## src/rtl/fir_mac_scheduler.sv

```systemverilog
// rtl/fir_mac_scheduler.sv - time-multiplexed FIR controller with one shared MAC
//
// Purpose
//   Accepts one sample per handshake into a circular delay line. It then spends
//   TAPS cycles on a single multiplier-accumulator that walks the taps, and
//   presents the saturated, fraction-shifted result until it is consumed.
//   Coefficients are writable at run time while the engine is idle.
//
// Ports
//   clk, reset            rising-edge clock, synchronous active-high reset
//   in_valid/in_ready     sample handshake, x_in sampled on accept
//   out_valid/out_ready   result handshake, y_out held while out_valid
//   coef_we/addr/data     coefficient write port, honoured only in IDLE
//   coef_err              one-cycle pulse after a rejected coefficient write
//   busy                  engine is not in IDLE

module fir_mac_scheduler #(
    parameter int DATA_W = 16,
    parameter int COEF_W = 16,
    parameter int TAPS   = 8,
    parameter int SHIFT  = 14,
    localparam int AW    = $clog2(TAPS)
) (
    input  logic              clk,
    input  logic              reset,
    input  logic              in_valid,
    output logic              in_ready,
    input  logic [DATA_W-1:0] x_in,
    output logic              out_valid,
    input  logic              out_ready,
    output logic [DATA_W-1:0] y_out,
    input  logic              coef_we,
    input  logic [AW-1:0]     coef_addr,
    input  logic [COEF_W-1:0] coef_data,
    output logic              coef_err,
    output logic              busy
);

    localparam int PROD_W = DATA_W + COEF_W;
    // AW guard bits cover the sum of TAPS full-scale products.
    localparam int ACC_W  = DATA_W + COEF_W + AW;
    localparam logic [AW-1:0] LAST_IDX = AW'(TAPS - 1);
    localparam logic [AW:0]   TAPS_EXT = TAPS[AW:0];

    typedef enum logic [1:0] {
        IDLE = 2'd0,
        MAC  = 2'd1,
        OUT  = 2'd2
    } state_t;

    state_t                    state;
    logic        [AW-1:0]      wr_ptr;
    logic        [AW-1:0]      k;
    logic signed [ACC_W-1:0]   acc;
    logic signed [DATA_W-1:0]  line_q [TAPS];
    logic signed [COEF_W-1:0]  coef_q [TAPS];

    logic                      coef_ok;
    logic        [AW:0]        rd_diff;
    logic        [AW:0]        rd_wrap;
    logic        [AW-1:0]      rd_idx;
    logic signed [PROD_W-1:0]  prod;
    logic signed [ACC_W-1:0]   acc_sum;
    logic signed [ACC_W-1:0]   acc_shift;
    logic        [ACC_W-DATA_W:0] acc_upper;
    logic        [DATA_W-1:0]  y_sat;
    logic        [AW-1:0]      ptr_next;

    assign in_ready = (state == IDLE) && !reset;
    assign busy     = (state != IDLE);

    // A write is honoured only while idle and only for an existing tap.
    assign coef_ok = (state == IDLE) && ({1'b0, coef_addr} < TAPS_EXT);

    // Tap k reads the sample that arrived k samples ago: (wr_ptr - k) mod TAPS.
    // Written without relying on power-of-two wrap so any TAPS works.
    assign rd_diff = {1'b0, wr_ptr} - {1'b0, k};
    assign rd_wrap = (wr_ptr < k) ? (rd_diff + TAPS_EXT) : rd_diff;
    assign rd_idx  = rd_wrap[AW-1:0];

    assign prod    = coef_q[k] * line_q[rd_idx];
    assign acc_sum = acc + {{AW{prod[PROD_W-1]}}, prod};

    // Arithmetic shift floors toward -inf; saturate if the bits above the
    // result's sign bit are not a pure sign extension.
    assign acc_shift = acc_sum >>> SHIFT;
    assign acc_upper = acc_shift[ACC_W-1:DATA_W-1];

    always_comb begin
        y_sat = acc_shift[DATA_W-1:0];
        if (!((acc_upper == '0) || (acc_upper == '1))) begin
            if (acc_shift[ACC_W-1]) begin
                y_sat = {1'b1, {(DATA_W-1){1'b0}}};
            end else begin
                y_sat = {1'b0, {(DATA_W-1){1'b1}}};
            end
        end
    end

    assign ptr_next = (wr_ptr == LAST_IDX) ? '0 : wr_ptr + 1'b1;

    always_ff @(posedge clk) begin
        if (reset) begin
            state     <= IDLE;
            wr_ptr    <= '0;
            k         <= '0;
            acc       <= '0;
            y_out     <= '0;
            out_valid <= 1'b0;
            coef_err  <= 1'b0;
            for (int i = 0; i < TAPS; i++) begin
                line_q[i] <= '0;
                // Unity gain on tap 0 only: the filter powers up as a passthrough.
                coef_q[i] <= (i == 0) ? COEF_W'(1 << SHIFT) : '0;
            end
        end else begin
            coef_err <= coef_we && !coef_ok;

            // The write lands on the same edge as a simultaneous accept, so the
            // MAC pass for that sample already sees the new coefficient.
            if (coef_we && coef_ok) begin
                coef_q[coef_addr] <= coef_data;
            end

            case (state)
                IDLE: begin
                    if (in_valid) begin
                        line_q[wr_ptr] <= x_in;
                        k              <= '0;
                        acc            <= '0;
                        state          <= MAC;
                    end
                end

                MAC: begin
                    acc <= acc_sum;
                    if (k == LAST_IDX) begin
                        y_out     <= y_sat;
                        out_valid <= 1'b1;
                        wr_ptr    <= ptr_next;
                        state     <= OUT;
                    end else begin
                        k <= k + 1'b1;
                    end
                end

                OUT: begin
                    if (out_ready) begin
                        out_valid <= 1'b0;
                        state     <= IDLE;
                    end
                end

                default: begin
                    state <= IDLE;
                end
            endcase
        end
    end

endmodule

```

## config.mk

```make
export PLATFORM = sky130hd
export DESIGN_NAME = fir_mac_scheduler
export DESIGN_NICKNAME = d
export VERILOG_FILES = /design/src/rtl/fir_mac_scheduler.sv
export SDC_FILE = /design/constraint.sdc
export NUM_CORES = 1
export LEC_CHECK = 0
export BUFFER_PORTS_ARGS = -buffer_cell sky130_fd_sc_hd__buf_4
export CAP_MARGIN = 10
export CORE_MARGIN = 2
export CORE_UTILIZATION = 45
export CTS_BUF_LIST = sky130_fd_sc_hd__clkbuf_8 sky130_fd_sc_hd__clkbuf_16
export CTS_CLUSTER_DIAMETER = 120
export DETAILED_ROUTE_END_ITERATION = 7
export PLACE_DENSITY = 0.68
export SLEW_MARGIN = 10
export SYNTH_ARGS = -nofsm -noshare
export SYNTH_HDL_FRONTEND = slang
export SYNTH_SLANG_ARGS = --single-unit
export TNS_END_PERCENT = 100
```

## constraint.sdc

```tcl
create_clock -name clk -period 15.1 [get_ports clk]
set_input_delay 2.265 -clock clk [delete_from_list [all_inputs] [get_ports clk]]
set_output_delay 2.265 -clock clk [all_outputs]
set_load 0.05 [all_outputs]
```

==> run_results.csv, run 1 <==
group,metric,value,unit
timing,fin_crit,11.12,ns
timing,rsz0062_at_grt,"false",
timing,max-slew-margin-rel,20.9,%
timing,hold_viol,0,
placement,dp_hpwl,45100,µm
setup_path,cp-end-kind,"register",
outcome,status,"complete, no violations",
timing,setup_viol,0,
setup_path,rr_worst_depth,41,
setup_path,setup.worst_path.class,"register to register",
clock_network,cts_tree,"yes",
timing,final.setup_skew,0.0175,ns
floorplan,ioPinCount,60,
global_routing,grt_pass1_vias,17600,
logic_synthesis,ys_types,80,
setup_path,max_stage_delay,0.61,ns
detailed_routing,drtPass1Iterations,5,
detailed_routing,drt_iter0_markers,1085,
floorplan,initial_utilization,45.4,%
floorplan,dieHeight,242,µm
clock_network,cts_hold_buf,0,
final_layout,nNetsFinal,2787,
detailed_routing,post_drt_wl_per_cell,19.4,µm
floorplan,die_w,242,µm
logic_synthesis,ys_ff_latch,320,
logic_synthesis,synthCells,2290,
global_routing,grt_overflow_total,0,
final_layout,area_growth,10.3,%
clock_network,cts_made_buffers,35,
setup_path,arrival,11.57,ns
setup_path,critPathMaxFanout,32,
floorplan,dieArea,58600,µm²
clock_network,post_cts_buffers,0,
clock_network,clock_latency,0.55,ns
timing,worstMarginPinSlew,1.15,ns
timing,fmax,0.0900,GHz
clock_network,cts_sinks,320,
min_path,hold_class,"register to register",
detailed_routing,vias,16900,
global_routing,gr-usage-all-layers,21.2,%
clock_network,cts-htree-levels,2,
floorplan,num_rows,87,
logic_synthesis,yosysSeqAreaShare,35.2,%
logic_synthesis,syn-num-nets,2719,
final_layout,drive_gt1_share,12.8,%
detailed_routing,wirelength,60900,µm
setup_path,slowest_stage,"mux2i_1",
floorplan,core-area,56200,µm²
clock_network,cts.path.max_buffers,3,
clock_network,cts_resized,0,
clock_network,cts-root-buf,"clkbuf_16",
final_layout,layout_common_cells,"inv_1 (330), and2_1 (274), fa_1 (264), edfxtp_1 (256), nor2_1 (220)",
detailed_routing,via_per_inst,5.37,
min_path,worstHoldPathCells,2,
clock_network,cts.clk_slew.worst_paths,0.06,ns
placement,place.gp.congestion,0.914,
final_layout,insertedDiodeCount,0,
logic_synthesis,yosys_warnings,0,
timing,setup_tns,0,ns
setup_path,startpoint_type,"register",
placement,io_buffers,59,
detailed_routing,drc,0,
flow_run,maxCapViolations,0,
logic_synthesis,syn_area,25500,µm²
final_layout,layout_commonest_cell,"inv_1",
logic_synthesis,synth_area_per_cell,11.1,µm²
logic_synthesis,synth_edf_count,256,
global_routing,grt_pass1_wl,96600,µm
detailed_routing,ant_nets,0,
logic_synthesis,async_flop_share,0,%
global_routing,antenna_found_initial,1,
global_routing,grt_max_degree,43,
logic_synthesis,ys.flop_type,"edfxtp_1",
timing,period_share,73.6,%
setup_path,path_common_cell,"fa_1",
setup_path,cp.required,15.55,ns
timing,report.final.slew_viol_count,0,
per-stage QoR:
step	cells	worst slack, ns	utilization (%)	hold slack, ns	area [µm²]
4_1_cts	3139	4.04	50.0	0.460	28100
3_5_place_dp	3077	4.06	48.0	0.451	27000
6_report	3139	3.98	50.1	0.461	28100
2_1_floorplan	2290	4.78	-	0.436	25500
3_3_place_gp	3077	4.24	48.0	0.442	27000
5_1_grt	3139	3.29	50.1	0.488	28100
cell families after synthesis:
group                    share of synthesized area, %
buffers and inverters                            5.99
flip-flops                                       35.2
AND/OR/NAND/NOR                                  14.7
XOR/XNOR                                         2.49
multiplexers                                     7.69
AO/OA/AOI/OAI                                    7.13
adder cells (fa/ha/maj)                          26.9
synth_stat cells, types with 15 or more instances:
master,n,share of area [%]
ha_1,125,6.1
a21o_1,26,0.77
dfxtp_1,64,5.0
edfxtp_1,256,30
clkbuf_1,62,0.91
a21oi_1,75,1.5
mux4_2,64,5.7
nand2b_1,25,0.61
fa_1,264,21
xnor2_1,47,1.6
and2_1,274,6.7
mux2i_1,27,1.1
inv_1,326,4.8
o21ai_0,46,0.90
nor3_1,15,0.29
mux2_2,17,0.75
nor2_1,222,3.3
xor2_1,20,0.69
nand2_1,146,2.1
or2_2,15,0.37
registers in the layout (all words and copies together), names as in the netlist, 2 cells and up, named ones only:
| signal | cells |
|---|---|
| coef_q | 128 |
| line_q | 128 |
| acc | 35 |
| y_out | 16 |
| k | 3 |
| wr_ptr | 3 |
| state | 2 |
worst paths after layout:
kind,end,from,slack (ns)
max,y_out[6],wr_ptr[0],3.98
min,acc[8],acc[8],0.46
max reg2reg,y_out[6],wr_ptr[0],3.98
min reg2reg,acc[8],acc[8],0.46
worst max-delay path: cells and delay by family, from the launching register on:
family	cells	cell delay, ns
simple gates	5	1.19
compound gates	13	2.68
xor+xnor	4	0.65
fa+ha+maj	10	4.07
flops	1	0.35
mux	2	1.01
buf+inv	7	1.03
per-layer routing:
layer / GRT usage, % / up-vias / routed length, µm
met4: 7.04 / 2 / 1940
met5: 0 / - / 16
met3: 2.90 / 109 / 3140
li1: - / 7702 / -
met1: 27.4 / 8616 / 25000
met2: 36.8 / 425 / 30800
final cells by class:
class,count,area (µm²)
Inverter,327,1230
Sequential cell,320,8970
Tap cell,756,946
Timing Repair Buffer,106,796
Fill cell,5026,28000
Clock buffer,35,876
Clock inverter,27,256
Multi-Input combinational cell,1568,15000
Power of run 1 is not shown: default switching activity piles up to over one toggle a cycle in this logic, so the estimate is an artifact.
==> inputs of run 2 (changes only) <==
PLACE_DENSITY = 0.7   (was 0.68)
clock period = 9.95 ns   (was 15.1 ns; I/O delays follow)
==> run 2 against run 1 <==
Against the previous run:
- the flow now finishes with violations (setup timing)
- worst hold slack worse by 0.0034 ns
- worst setup slack worse by 4.1 ns
- non-clock buffer count is 180 higher
- core utilization is 3.4 points higher
- flip-flop and latch count stayed put
- routed wire length is 2.0% higher
- critical path depth is 3 higher
- count of clock-buffer cells in the layout stayed put
- final area is 6.8% higher
- register-to-register slack worse by 4.1 ns
- clock skew hardly changed
==> run_results.csv, run 2 (synthesis results as in run 1) <==
group,metric,value,unit
timing,period_share,101,%
min_path,hp-start,"acc[4]",
clock_network,cts.path.max_buffers,3,
final_layout,seqCellArea,8970,µm²
detailed_routing,ant_nets,0,
final_layout,area_growth,17.7,%
timing,fin_crit,10.02,ns
setup_path,cp-end-kind,"register",
clock_network,cts_tree,"yes",
setup_path,setup.worst_path.class,"register to register",
floorplan,num_rows,87,
clock_network,cts_made_buffers,35,
clock_network,cts_hold_buf,0,
timing,setup_viol,15,
final_layout,reg.largest.list,"coef_q (128), line_q (128), acc (35)",
setup_path,arrival,10.45,ns
global_routing,gr-usage-all-layers,21.4,%
placement,place.gp.congestion,0.927,
floorplan,dieHeight,242,µm
detailed_routing,via_per_inst,5.30,
global_routing,grt_max_degree,43,
timing,setup_ws,-0.0670,ns
final_layout,fin_area,30000,µm²
placement,dpl-instance-area,28200,µm²
flow_run,maxCapViolations,0,
setup_path,slowest_stage,"fa_1",
clock_network,cts-htree-levels,2,
floorplan,dieArea,58600,µm²
clock_network,clock_latency,0.56,ns
min_path,worstHoldPathCells,2,
timing,timing.hold.ws,0.458,ns
timing,worstMarginPinSlew,1.03,ns
detailed_routing,vias,17600,
setup_path,r2r_start,"wr_ptr[0]",
min_path,whs_endpoint,"acc[4]",
clock_network,cts-root-buf,"clkbuf_16",
placement,io_buffers,59,
detailed_routing,drt_iter0_markers,1173,
setup_path,r2r_slack,-0.07,ns
detailed_routing,post_drt_wl_per_cell,18.7,µm
setup_path,rr_worst_depth,44,
final_layout,multi_input_area,15400,µm²
placement,dp_slack,-0.527,ns
floorplan,ioPinCount,60,
global_routing,grt_overflow_total,0,
placement,dp_hpwl,46500,µm
floorplan,die_w,242,µm
setup_path,max_stage_delay,0.55,ns
final_layout,layout_common_cells,"inv_1 (323), and2_1 (274), buf_4 (261), edfxtp_1 (256), fa_1 (251)",
final_layout,layout_commonest_cell,"inv_1",
timing,report.final.slew_viol_count,0,
detailed_routing,wirelength,62100,µm
clock_network,cts.clk_slew.worst_paths,0.06,ns
clock_network,cts_sinks,320,
timing,fmax,0.0998,GHz
timing,hold_viol,0,
detailed_routing,drc,0,
timing,max-slew-margin-rel,31.4,%
timing,rsz0062_at_grt,"true",
global_routing,antenna_found_initial,0,
global_routing,grt_pass1_vias,18500,
detailed_routing,drtPass1Iterations,5,
final_layout,n_fill_cell,4809,
setup_path,crit-reg2reg-capture,"y_out[1]",
setup_path,path_common_cell,"fa_1",
global_routing,grt_pass1_wl,98000,µm
min_path,hold_class,"register to register",
final_layout,insertedDiodeCount,0,
timing,final.setup_skew,0.0177,ns
setup_path,startpoint_type,"register",
floorplan,core-area,56200,µm²
setup_path,critPathMaxFanout,8,
outcome,status,"finished, violations left",
final_layout,drive_gt1_share,21.8,%
final_layout,nNetsFinal,2967,
floorplan,initial_utilization,45.4,%
outcome,violations,"setup timing",
setup_path,cp.required,10.38,ns
run 2: worst max path at each step:
stage                         start  slack [ns]       end
after floorplan           wr_ptr[0]        0.04  y_out[0]
after global placement    wr_ptr[0]       -0.35  y_out[3]
after detailed placement  wr_ptr[0]       -0.53  y_out[6]
after CTS                 wr_ptr[0]       -0.06  y_out[3]
after global routing      wr_ptr[0]       -0.49  y_out[1]
final                     wr_ptr[0]       -0.07  y_out[1]
run 2: per-stage QoR:
step / utilization (%) / instances / TNS, ns
after floorplan: - / 2290 / 0
after global placement: 50.3 / 3231 / -4.67
after detailed placement: 50.3 / 3231 / -7.21
after CTS: 52.6 / 3307 / -0.522
after global routing: 53.5 / 3320 / -7.33
final: 53.5 / 3320 / -0.665
run 2: cell type report:
type,instances,area share (%)
well taps,756,3.15
multi-input cells,1568,51.4
clock inverters,28,0.625
clock buffers,35,2.92
inverters,327,4.09
repair buffers,286,7.90
flip-flops and latches,320,29.9
run 2: metal layers:
metal | vias up | share of wire [%] | track usage [%]
li1 | 8062 | - | -
met2 | 485 | 53 | 39.0
met3 | 104 | 5.4 | 2.47
met1 | 8929 | 39 | 26.3
met4 | 0 | 2.9 | 7.59
met5 | - | 0 | 0
run 2: repair_timing:
action                                  4_1_cts  5_1_grt
endpoints found under the setup margin       16       26
setup buffers                                12       10
gates cloned                                  1        1
gates resized for setup                      27       85
pin swaps                                     7       51
run 2: critical path: cells and delay by family (launching register included):
| kind | cells | cell delay, ns |
|---|---|---|
| adders and majority gates | 10 | 4.09 |
| buffers and inverters | 14 | 1.56 |
| and+or+nand+nor | 6 | 1.09 |
| muxes | 2 | 0.52 |
| AOI/OAI and AO/OA | 9 | 1.89 |
| DFF | 1 | 0.32 |
| xor gates and xnor gates | 3 | 0.43 |
Power of run 2 is left out for the same reason.
